==> src/rtl/record_ctrl.sv <==
// rtl/record_ctrl.sv - record/playback sequencer for the note record memory
// Optional build macro: RECORD_CTRL_LOOP_EN (playback wraps to slot 0 instead of ending in IDLE).
module record_ctrl #(
  parameter int CNT_BITS  = 5,
  parameter int OCT_BITS  = 2,
  parameter int NOTE_BITS = 4,
  parameter int LEN_BITS  = 4,
  parameter int FULL_BITS = 3
) (
  input  logic                 clk_i,
  input  logic                 rst_n_i,
  input  logic                 rec_start_i,
  input  logic                 play_start_i,
  input  logic                 stop_i,
  input  logic                 tick_i,
  input  logic                 in_valid_i,
  input  logic [OCT_BITS-1:0]  in_octave_i,
  input  logic [NOTE_BITS-1:0] in_note_i,
  input  logic [LEN_BITS-1:0]  in_length_i,
  input  logic [FULL_BITS-1:0] in_full_note_i,
  output logic                 mem_en_o,
  output logic                 mem_rw_o,
  output logic [CNT_BITS-1:0]  mem_cnt_o,
  output logic [OCT_BITS-1:0]  mem_octave_o,
  output logic [NOTE_BITS-1:0] mem_note_o,
  output logic [LEN_BITS-1:0]  mem_length_o,
  output logic [FULL_BITS-1:0] mem_full_note_o,
  input  logic [OCT_BITS-1:0]  mem_octave_r_i,
  input  logic [NOTE_BITS-1:0] mem_note_r_i,
  input  logic [LEN_BITS-1:0]  mem_length_r_i,
  input  logic [FULL_BITS-1:0] mem_full_note_r_i,
  output logic                 out_valid_o,
  output logic [OCT_BITS-1:0]  out_octave_o,
  output logic [NOTE_BITS-1:0] out_note_o,
  output logic [FULL_BITS-1:0] out_full_note_o,
  output logic [1:0]           state_o,
  output logic [CNT_BITS:0]    rec_len_o,
  output logic                 full_o,
  output logic                 done_o
);

  typedef enum logic [1:0] {
    S_IDLE = 2'd0,
    S_REC  = 2'd1,
    S_LOAD = 2'd2,
    S_HOLD = 2'd3
  } state_e;

  localparam logic [CNT_BITS:0]   CAP     = {1'b1, {CNT_BITS{1'b0}}};
  localparam logic [CNT_BITS:0]   LEN_ONE = {{CNT_BITS{1'b0}}, 1'b1};
  localparam logic [CNT_BITS-1:0] PTR_ONE = {{(CNT_BITS-1){1'b0}}, 1'b1};
  localparam logic [LEN_BITS-1:0] HLD_ONE = {{(LEN_BITS-1){1'b0}}, 1'b1};

  state_e               state_q, state_d;
  logic [CNT_BITS-1:0]  wr_ptr_q, wr_ptr_d, rd_ptr_q, rd_ptr_d, mem_cnt_q, mem_cnt_d;
  logic [CNT_BITS:0]    rec_len_q, rec_len_d;
  logic                 full_q, full_d, done_q, done_d;
  logic                 mem_en_q, mem_en_d, mem_rw_q, mem_rw_d;
  logic [OCT_BITS-1:0]  mem_oct_q, mem_oct_d, out_oct_q, out_oct_d;
  logic [NOTE_BITS-1:0] mem_note_q, mem_note_d, out_note_q, out_note_d;
  logic [LEN_BITS-1:0]  mem_len_q, mem_len_d, hold_q, hold_d;
  logic [FULL_BITS-1:0] mem_full_q, mem_full_d, out_full_q, out_full_d;
  logic                 out_valid_q, out_valid_d;
  logic                 wr_done;

  // The write strobe is a registered output, so the entry is counted as it leaves the bus.
  assign wr_done = mem_en_q & mem_rw_q;

  always_ff @(posedge clk_i or negedge rst_n_i) begin
    if (!rst_n_i) begin
      state_q     <= S_IDLE;
      wr_ptr_q    <= '0;
      rd_ptr_q    <= '0;
      mem_cnt_q   <= '0;
      rec_len_q   <= '0;
      full_q      <= 1'b0;
      done_q      <= 1'b0;
      mem_en_q    <= 1'b0;
      mem_rw_q    <= 1'b0;
      mem_oct_q   <= '0;
      mem_note_q  <= '0;
      mem_len_q   <= '0;
      mem_full_q  <= '0;
      out_valid_q <= 1'b0;
      out_oct_q   <= '0;
      out_note_q  <= '0;
      out_full_q  <= '0;
      hold_q      <= '0;
    end else begin
      state_q     <= state_d;
      wr_ptr_q    <= wr_ptr_d;
      rd_ptr_q    <= rd_ptr_d;
      mem_cnt_q   <= mem_cnt_d;
      rec_len_q   <= rec_len_d;
      full_q      <= full_d;
      done_q      <= done_d;
      mem_en_q    <= mem_en_d;
      mem_rw_q    <= mem_rw_d;
      mem_oct_q   <= mem_oct_d;
      mem_note_q  <= mem_note_d;
      mem_len_q   <= mem_len_d;
      mem_full_q  <= mem_full_d;
      out_valid_q <= out_valid_d;
      out_oct_q   <= out_oct_d;
      out_note_q  <= out_note_d;
      out_full_q  <= out_full_d;
      hold_q      <= hold_d;
    end
  end

  always_comb begin
    state_d     = state_q;
    wr_ptr_d    = wr_ptr_q;
    rd_ptr_d    = rd_ptr_q;
    mem_cnt_d   = mem_cnt_q;
    rec_len_d   = rec_len_q;
    full_d      = full_q;
    done_d      = 1'b0;
    mem_en_d    = 1'b0;
    mem_rw_d    = 1'b0;
    mem_oct_d   = mem_oct_q;
    mem_note_d  = mem_note_q;
    mem_len_d   = mem_len_q;
    mem_full_d  = mem_full_q;
    out_valid_d = out_valid_q;
    out_oct_d   = out_oct_q;
    out_note_d  = out_note_q;
    out_full_d  = out_full_q;
    hold_d      = hold_q;

    if (wr_done) begin
      rec_len_d = rec_len_q + LEN_ONE;
      if (rec_len_q + LEN_ONE == CAP) full_d = 1'b1;
    end

    if (stop_i) begin
      state_d     = S_IDLE;
      out_valid_d = 1'b0;
    end else if (rec_start_i) begin
      state_d     = S_REC;
      wr_ptr_d    = '0;
      rec_len_d   = '0;
      full_d      = 1'b0;
      out_valid_d = 1'b0;
    end else if (play_start_i && state_q == S_IDLE && rec_len_d != '0) begin
      state_d   = S_LOAD;
      rd_ptr_d  = '0;
      mem_en_d  = 1'b1;
      mem_cnt_d = '0;
    end else begin
      unique case (state_q)
        S_REC: begin
          if (full_d) begin
            state_d = S_IDLE;
            done_d  = 1'b1;
          end else if (in_valid_i && in_length_i != '0) begin
            mem_en_d   = 1'b1;
            mem_rw_d   = 1'b1;
            mem_cnt_d  = wr_ptr_q;
            mem_oct_d  = in_octave_i;
            mem_note_d = in_note_i;
            mem_len_d  = in_length_i;
            mem_full_d = in_full_note_i;
            wr_ptr_d   = wr_ptr_q + PTR_ONE;
          end
        end
        S_LOAD: begin
          out_oct_d   = mem_octave_r_i;
          out_note_d  = mem_note_r_i;
          out_full_d  = mem_full_note_r_i;
          hold_d      = mem_length_r_i;
          out_valid_d = 1'b1;
          state_d     = S_HOLD;
        end
        S_HOLD: begin
          if (tick_i) begin
            if (hold_q <= HLD_ONE) begin
              if ({1'b0, rd_ptr_q} + LEN_ONE == rec_len_q) begin
                done_d = 1'b1;
`ifdef RECORD_CTRL_LOOP_EN
                rd_ptr_d  = '0;
                state_d   = S_LOAD;
                mem_en_d  = 1'b1;
                mem_cnt_d = '0;
`else
                state_d     = S_IDLE;
                out_valid_d = 1'b0;
`endif
              end else begin
                rd_ptr_d  = rd_ptr_q + PTR_ONE;
                state_d   = S_LOAD;
                mem_en_d  = 1'b1;
                mem_cnt_d = rd_ptr_q + PTR_ONE;
              end
            end else begin
              hold_d = hold_q - HLD_ONE;
            end
          end
        end
        default: ;
      endcase
    end
  end

  assign mem_en_o        = mem_en_q;
  assign mem_rw_o        = mem_rw_q;
  assign mem_cnt_o       = mem_cnt_q;
  assign mem_octave_o    = mem_oct_q;
  assign mem_note_o      = mem_note_q;
  assign mem_length_o    = mem_len_q;
  assign mem_full_note_o = mem_full_q;
  assign out_valid_o     = out_valid_q;
  assign out_octave_o    = out_oct_q;
  assign out_note_o      = out_note_q;
  assign out_full_note_o = out_full_q;
  assign state_o         = state_q;
  assign rec_len_o       = rec_len_q;
  assign full_o          = full_q;
  assign done_o          = done_q;

endmodule

==> config.mk <==
export PLATFORM = sky130hd
export DESIGN_NAME = record_ctrl
export DESIGN_NICKNAME = d
export VERILOG_FILES = /design/src/rtl/record_ctrl.sv
export SDC_FILE = /design/constraint.sdc
export NUM_CORES = 1
export LEC_CHECK = 0
export CAP_MARGIN = 20
export CORE_MARGIN = 3
export CORE_UTILIZATION = 50
export CTS_CLUSTER_DIAMETER = 150
export CTS_CLUSTER_SIZE = 30
export DETAILED_ROUTE_END_ITERATION = 6
export GPL_TIMING_DRIVEN = 0
export HOLD_SLACK_MARGIN = 0.1
export PLACE_DENSITY = 0.91
export SLEW_MARGIN = 20
export SYNTH_ARGS = -nofsm -noshare
export SYNTH_HDL_FRONTEND = slang
export SYNTH_SLANG_ARGS = --single-unit
==> constraint.sdc <==
create_clock -name clk_i -period 2.6 [get_ports clk_i]
set_input_delay 0.39 -clock clk_i [delete_from_list [all_inputs] [get_ports clk_i]]
set_output_delay 0.39 -clock clk_i [all_outputs]
set_load 0.005 [all_outputs]
# Word level (Yosys, flattened, before mapping)
# Index checks and enable logic that the tools add are counted.
# word_totals
out_inout_bits	40
mem_count	0
input_bits	33
mem_bits_rw	0
word_cells	134
romBits	0
latch_bits	0
reg_bits	54
# classes
shift	0
n_mux	60
eq_ne	22
n_addsub	5
n_bitwise	5
n_lt_le_gt_ge	1
n_mul	0
div_mod_pow	0
reduce_logical	23
# op_table
operator	count
5-bit 2-to-1 mux	13
1-bit 2-to-1 mux	29
6-bit 2-to-1 mux	3
3-bit != test (second input constant)	6
6-bit AND reduction	3
5-bit != test (second input constant)	3
2-bit 2-to-1 mux	7
4-bit != test (second input constant)	3
2-bit nonzero test	6
6-bit nonzero test	2
5-bit by 1-bit adder with 5-bit output (second input constant)	2
2-bit != test (second input constant)	5
5-bit one-hot mux with 2 select lines	1
5-bit AND reduction	2
4-bit 2-to-1 mux	2
4-bit one-hot mux with 2 select lines	1
4-bit AND reduction	2
8-bit AND reduction	1
4-bit nonzero test	2
5-bit by 1-bit adder with 6-bit output (second input constant)	1
6-bit by 1-bit adder with 6-bit output (second input constant)	1
6-bit equality test	1
6-bit equality test (second input constant)	1
1-bit one-hot mux with 2 select lines	3
10 further kinds	16

# Longest topological paths before layout
# Gate-level depths: netlist of run 1.
# depth
word_depth	9
ltp_mapped	9
mapped_depth_nobuf	8

# Worst setup path before layout of run 1
# Ideal clock, no wire load.
# synth_timing
kind	flip-flop to flip-flop
startpoint	register rec_len_q[1], in the netlist rec_len_o[1]
endpoint	register mem_full_q[0], in the netlist mem_full_note_o[0]
period_less_slack_ns	2.377
t_required_ns	2.475
setup_time_ns	0.125
slack_ns	0.223
path_stages_with_launch	9
arrival_time_ns	2.252
path_buffers	1
cell_sequence	dfrtp_1 > ha_1 > xor2_1 > or4_4 > a211oi_2 > a22oi_2 > nor2_4 > buf_6 > mux2_2
# synth_between
elab_chain_len	6
word_cells_on_any_way	10
cone_classes	add/sub (1); eq/ne (1); mux (3); bitwise (2); reduce/logical (3)
# synth_rtl
element	line	rtl
start, declared	56	logic [CNT_BITS:0] rec_len_q, rec_len_d;
start signal, assigned	94	rec_len_q <= rec_len_d;
6-bit by 1-bit adder with 6-bit output	132, 133	
6-bit equality test / 6-bit 2-to-1 mux (equally long branches)	133, 131	
1-bit 2-to-1 mux / 6-bit nonzero test (equally long branches)	133, 145	
1-bit 2-to-1 mux / 1-bit logical AND (equally long branches)	131, 145	
1-bit NOT (no line)	n/a	
6-bit AND reduction (no line) (*)	n/a	
end signal, assigned	102	mem_full_q <= mem_full_d;
end, declared	62	logic [FULL_BITS-1:0] mem_full_q, mem_full_d, out_full_q, out_full_d;
# Mark *: on every way between the ends. The rest lies on a longest branch, timed or not.
# A chain may end at the register's enable or synchronous reset.

# Final worst setup path of run 1
# layout_timing
startpoint	register rec_len_q[1], in the netlist rec_len_o[1]
endpoint	register mem_full_q[2], in the netlist mem_full_note_o[2]
# Same word-level chain as after synthesis.

==> flow_metrics.py, run 1 <==
metrics = {
    "clock_tree": {
        "clock_latency_ns": 0.31,
        "cts_tree": "built",
        "cts.clk_slew.worst_paths_ns": 0.10,
        "cts_made_buffers": 5,
        "cts_sinks": 54,
        "h-tree-depth": 2,
        "cts_root_buffer": "clkbuf_8",
        "clockBufferDepth": 2,
    },
    "timing": {
        "worst_pin_slew_ns": 0.7130,
        "hold_viol": 0,
        "final-setup-viol-count": 0,
        "slew_viol_final": 0,
        "max_slew_margin": 0.5215,
        "skew_ns": 0.007892,
        "fin_crit_ns": 2.550,
        "max_freq_mhz": 392.1,
        "fin_crit_sh": 0.9808,
    },
    "yosys": {
        "yosys_warnings": 0,
        "synth.avg_cell_area_um2": 10.17,
        "synth_nets": 341,
        "synth_cell_types": 60,
        "netlist_area_um2": 3040,
        "synth_flop_cell": "dfrtp_1",
        "synth_edf_count": 0,
        "async_reset_ff_frac": 1.000,
        "synth_seq_area_share": 0.4444,
        "syn_inst": 299,
        "ys_ff_latch": 54,
    },
    "cells_and_area": {
        "final_cells": 459,
        "final_cell_mix": "clkdlybuf4s50_1 (70), dfrtp_1 (53), nand2_1 (24), mux2_2 (18)",
        "final_cell_area_um2": 4054,
        "fin_nets": 429,
        "diodes": 0,
        "fill_cells": 402,
        "area_delta_synth_final_pct": 33.33,
        "drive_above_1_share": 0.1421,
        "final_common_cell": "clkdlybuf4s50_1",
    },
    "worst_setup_path": {
        "r2r_start": "rec_len_o[1]$_DFF_PN0_",
        "end_kind": "flop",
        "timing_worst_setup_path_type": "reg2reg",
        "rrSetupSlack_ns": 0.05,
        "critPathMaxFanout": 5,
        "rr_worst_depth": 8,
        "rr_endpoint": "mem_full_note_o[2]$_DFFE_PN0P_",
        "arrival_ns": 2.75,
        "startpoint_type": "flop",
        "worstPathRequired_ns": 2.80,
    },
    "global_route": {
        "antenna_found_initial": 0,
        "grt_max_degree": 55,
        "grt_pass1_vias": 2709,
        "track_usage": 0.2262,
        "grt_pass1_wl_mm": 13.08,
        "grt_overflow": 0,
    },
    "drt": {
        "wire_per_inst_um": 17.60,
        "ant_nets": 0,
        "wirelength_mm": 8.080,
        "drc": 0,
        "vias": 2756,
        "initialDrtViolationCount": 268,
        "viasPerCell": 6.004,
        "drt_pass1_iterations": 4,
    },
    "place": {
        "hpwl_mm": 5.646,
        "place_congestion": 0.9106,
        "dp.cells": 442,
        "port_buffers": 71,
        "dpl_cell_area_um2": 3839,
    },
    "floorplanning": {
        "die_x_um": 83.98,
        "die_area_um2": 7053,
        "ios": 73,
        "core_area_um2": 5709,
        "initial_utilization": 0.5325,
        "rows": 27,
        "die_h_um": 83.98,
    },
    "power": {
        "ir_worst_vdd_mv": 0.3271,
        "cellLeakagePower_nw": 1.680,
        "cellPowerDensity_nw_per_um2": 521.6,
    },
    "flow_run": {
        "maxCapViolations": 0,
    },
    "run_status": {
        "status": "complete, no violations",
    },
    "min_path": {
        "hp-class": "in2async",
    },
}
## sequential cells by signal, summed over array words and instances, names as in the netlist, 3 cells and up
register,count
mem_cnt_o,5
mem_note_o,4
hold_q,4
rd_ptr_q,5
out_full_note_o,3
mem_length_o,4
mem_full_note_o,3
rec_len_o,6
wr_ptr_q,5
out_note_o,4
## area by class of cell
| cell class | instances | area [um^2] | share of cell area |
|---|---|---|---|
| Buffer | 17 | 88.84 | 0.02191 |
| Sequential cell | 54 | 1353 | 0.3336 |
| Clock buffer | 6 | 82.58 | 0.02037 |
| Multi-Input combinational cell | 218 | 1589 | 0.3920 |
| Tap cell | 72 | 90.09 | 0.02222 |
| Inverter | 11 | 41.29 | 0.01019 |
| Timing Repair Buffer | 80 | 779.5 | 0.1923 |
| Clock inverter | 1 | 30.03 | 0.007407 |
## per-layer routing
metal	wire length [um]	up-vias	track usage
met4	294	0	0.06725
met5	0	-	0
met2	4129	94	0.3897
met3	484	28	0.05232
li1	-	1270	-
met1	3171	1364	0.2823
## cell usage after synthesis, types with 3 or more instances
cell type   n  share of area
dfrtp_1    54           0.44
nand2_1    24          0.030
mux2_2     18          0.067
o21ai_0    17          0.028
nor2_1     16          0.020
a21oi_1    14          0.023
nand3_1    12          0.020
clkbuf_1   10          0.012
inv_1      10          0.012
ha_1        9          0.037
o211ai_1    8          0.020
mux2_1      7          0.026
mux2i_1     7          0.023
xnor2_1     6          0.017
nor3_1      5         0.0082
or3_1       5          0.010
xor2_1      5          0.014
and3_1      4         0.0082
buf_2       4         0.0066
nand2b_1    4         0.0082
o31ai_1     4         0.0099
a211o_1     3         0.0086
a31oi_1     3         0.0062
and2_1      3         0.0062
nor2b_1     3         0.0062
o221ai_1    3         0.0086
o311ai_0    3         0.0086
## worst max-delay path by stage
stage	from	end	cells past startpoint
final	rec_len_o[1]$_DFF_PN0_	mem_full_note_o[2]$_DFFE_PN0P_	8
after global routing	rec_len_o[1]$_DFF_PN0_	mem_full_note_o[2]$_DFFE_PN0P_	8
after CTS	rec_len_o[1]$_DFF_PN0_	mem_cnt_o[2]$_DFFE_PN0P_	9
after detailed placement	rec_start_i	mem_full_note_o[1]$_DFFE_PN0P_	8
after global placement	rst_n_i	out_note_o[3]$_DFFE_PN0P_	1
after floorplan	rec_len_o[1]$_DFF_PN0_	mem_full_note_o[0]$_DFFE_PN0P_	8
## what timing repair did
action	CTS	global route
buffers inserted	2	6
gates cloned	0	2
endpoints found under the setup margin	11	28
resized for setup	3	7
hold buffers	0	0
pin swaps	1	3
## logic make-up (layout without fill, tap and decap cells)
group | count (synthesis) | count (layout) | share of synthesized area
flops | 54 | 54 | 0.4444
simple gates | 91 | 91 | 0.1580
fa+ha+maj | 9 | 9 | 0.03704
xor+xnor | 12 | 12 | 0.03909
compound gates | 73 | 74 | 0.1646
mux | 32 | 32 | 0.1156
buf+inv | 28 | 115 | 0.04115
## power breakdown
group          total (mW)  internal, mW  switching, mW
Clock               0.584         0.309          0.275
Combinational       0.497         0.313          0.184
Sequential           1.03         0.954         0.0792
## worst max-delay path, cell delays in order (launching register included)
cell and delay [ns]:
dfrtp_2 0.46, ha_2 0.20, xor2_1 0.16, or4_4 0.46, a211oi_4 0.29, a22oi_2 0.17, nor2_4 0.21, buf_4 0.16
mux2_2 0.33
## per-stage QoR
step	util	setup TNS, ns	total power [mW]	worst slack (ns)	hold WS [ns]
final	0.7101	0	2.115	0.04995	0.1125
after global placement	0.6728	-29.08	1.509	-0.5245	0.4725
after floorplan	-	0	1.223	0.2233	0.09441
after detailed placement	0.6724	-1.198	1.534	-0.1315	0.4832
after global routing	0.7101	-0.2111	2.207	-0.03517	0.1701
after CTS	0.6956	0	2.113	0.01417	0.1454
No activity file was read; power rests on OpenSTA's default activity.
==> run 2, diff against run 1 <==
ABC_AREA = 0   (was unset)
==> results of run 2 <==
Final layout, timing and power as in run 1 (identical DEF).
==> run 3, diff against run 2 <==
GPL_ROUTABILITY_DRIVEN = 0   (was unset)
==> run 3 against run 2 <==
Against the previous run:
- first-iteration DRC count up 28%
- via count is 0.11% higher
- critical path depth is the same
- setup slack better by 0.056 ns
- sequential power barely moved
- flip-flop and latch count is the same
- fmax rose by 2.2%
- non-clock buffer count shrank 4
- combinational power about the same
- die area did not move
- largest power group unchanged
- highest routed layer unchanged
==> flow_metrics.py, run 3 (synthesis gave the netlist of run 1 again) <==
metrics = {
    "floorplanning": {
        "core_area_um2": 5709,
        "die_x_um": 83.98,
        "rows": 27,
        "ios": 73,
        "initial_utilization": 0.5325,
        "die_h_um": 83.98,
        "die_area_um2": 7053,
    },
    "drt": {
        "wire_per_inst_um": 17.58,
        "wirelength_mm": 7.997,
        "initialDrtViolationCount": 343,
        "drc": 0,
        "viasPerCell": 6.064,
        "drt_pass1_iterations": 5,
        "vias": 2759,
        "ant_nets": 0,
    },
    "timing": {
        "slew_viol_final": 0,
        "max_freq_mhz": 400.9,
        "max_slew_margin": 0.4848,
        "hold_viol": 0,
        "skew_ns": 0.01247,
        "worst_pin_slew_ns": 0.7670,
        "grt_setup_unrepaired": "no",
        "final-setup-viol-count": 0,
        "fin_crit_ns": 2.494,
        "fin_crit_sh": 0.9594,
    },
    "power": {
        "p_total_mw": 2.089,
        "swShare": 0.2566,
        "p_sw_uw": 536.0,
        "power_frac_seq": 0.495,
        "cellPowerDensity_nw_per_um2": 523.1,
        "combPwrFrac": 0.237,
        "cellLeakagePower_nw": 1.654,
        "pwr-share-clk": 0.268,
        "p_int_mw": 1.553,
        "ir_worst_vdd_mv": 0.3602,
    },
    "clock_tree": {
        "cts_tree": "built",
        "cts.clk_slew.worst_paths_ns": 0.10,
        "clockBufferDepth": 2,
        "cts_root_buffer": "clkbuf_8",
        "cts_made_buffers": 5,
        "cts_sinks": 54,
        "h-tree-depth": 2,
        "clock_latency_ns": 0.31,
    },
    "place": {
        "hpwl_mm": 5.734,
        "dp.cells": 442,
        "port_buffers": 71,
    },
    "flow_run": {
        "maxCapViolations": 0,
    },
    "worst_setup_path": {
        "arrival_ns": 2.69,
        "worstPathRequired_ns": 2.79,
        "end_kind": "flop",
        "timing_worst_setup_path_type": "reg2reg",
        "startpoint_type": "flop",
        "critPathMaxFanout": 10,
    },
    "cells_and_area": {
        "final_util": 0.6995,
        "final_cells": 455,
        "final_common_cell": "clkdlybuf4s50_1",
        "diodes": 0,
        "fin_nets": 424,
        "area_delta_synth_final_pct": 31.36,
        "largest_register_ffs": 6,
        "drive_above_1_share": 0.1279,
        "final_cell_mix": "clkdlybuf4s50_1 (70), dfrtp_1 (53), nand2_1 (24), mux2_2 (18)",
    },
    "global_route": {
        "grt_pass1_wl_mm": 13.24,
        "grt_pass1_vias": 2745,
        "grt_max_degree": 55,
        "antenna_found_initial": 0,
        "grt_overflow": 0,
        "track_usage": 0.2323,
    },
    "run_status": {
        "status": "complete, no violations",
    },
    "min_path": {
        "hp-class": "in2async",
    },
}
==> run 3: changes by cell type in the layout (fill, tap and decap cells not counted), sizes merged <==
cell    previous run  this run
clkbuf            18        17
a22oi              3         2
buf               15        13
==> run 3: path summary, 6_finish.rpt <==
kind | start | endpoint | slack (ns) | cells after the start
hold reg to reg | out_full_note_o[2]$_DFFE_PN0P_ | out_full_note_o[2]$_DFFE_PN0P_ | 0.50 | 1
min in group clk_i | stop_i | state_o[0]$_DFFE_PN0P_ | 0.48 | 2
setup reg to reg | rec_len_o[1]$_DFF_PN0_ | mem_full_note_o[1]$_DFFE_PN0P_ | 0.11 | 8
setup / recovery | rec_len_o[1]$_DFF_PN0_ | mem_full_note_o[1]$_DFFE_PN0P_ | 0.11 | 8
max in group asynchronous | rst_n_i | rec_len_o[1]$_DFF_PN0_ | 2.02 | 1
hold / removal | rst_n_i | rec_len_o[4]$_DFF_PN0_ | 0.11 | 1
==> run 3: power by group through the flow <==
stage	clock [mW]	sequential [mW]	combinational, mW
4_1_cts	0.567	1.03	0.497
2_1_floorplan	0	1.04	0.180
3_3_place_gp	0	1.04	0.470
5_1_grt	0.602	1.05	0.535
6_report	0.560	1.03	0.495
3_5_place_dp	0	1.05	0.489
==> run 3: final cells by class <==
type / count / area (um^2)
fillers: 416 / 1715
multi-input cells: 217 / 1572
flip-flops and latches: 54 / 1353
repair buffers: 76 / 745.7
well taps: 72 / 90.09
plain buffers: 17 / 86.33
clock buffers: 7 / 76.32
inverters: 11 / 41.29
clock inverters: 1 / 30.03
==> run 3: routing by layer <==
| metal | vias to the layer above | track usage | share of wire | routed length (um) |
|---|---|---|---|---|
| met5 | - | 0 | 0 | 0 |
| met4 | 0 | 0.08772 | 0.034 | 272 |
| met3 | 33 | 0.05824 | 0.072 | 574 |
| met2 | 137 | 0.4064 | 0.51 | 4083 |
| met1 | 1326 | 0.2734 | 0.38 | 3067 |
| li1 | 1263 | - | - | - |
==> run 3: what timing repair did <==
| item | in CTS | in global routing |
|---|---|---|
| pin swaps | 1 | 1 |
| setup endpoints to repair | 11 | 33 |
| setup buffers | 2 | 3 |
| hold buffers | 0 | 0 |
| gates resized for setup | 3 | 2 |
==> run 3: critical path, cell delays in order, from the launching register on <==
cell and delay (ns):
dfrtp_2 0.43, ha_1 0.20, xor2_1 0.16, or4_4 0.45, a211oi_2 0.22, a22oi_2 0.18, nor2_4 0.22, buf_6 0.17
mux2_2 0.34
==> run 3: per-stage QoR <==
| stage | instance area (um^2) | hold slack [ns] | worst slack (ns) | setup TNS (ns) |
|---|---|---|---|---|
| 2_1_floorplan | 3040 | 0.09441 | 0.2233 | 0 |
| 3_3_place_gp | 3841 | 0.4723 | -0.5228 | -28.93 |
| 3_5_place_dp | 3839 | 0.4776 | -0.1341 | -1.191 |
| 4_1_cts | 3968 | 0.1365 | 0.001193 | 0 |
| 5_1_grt | 3994 | 0.1516 | 0.004832 | 0 |
| 6_report | 3994 | 0.1058 | 0.1056 | 0 |
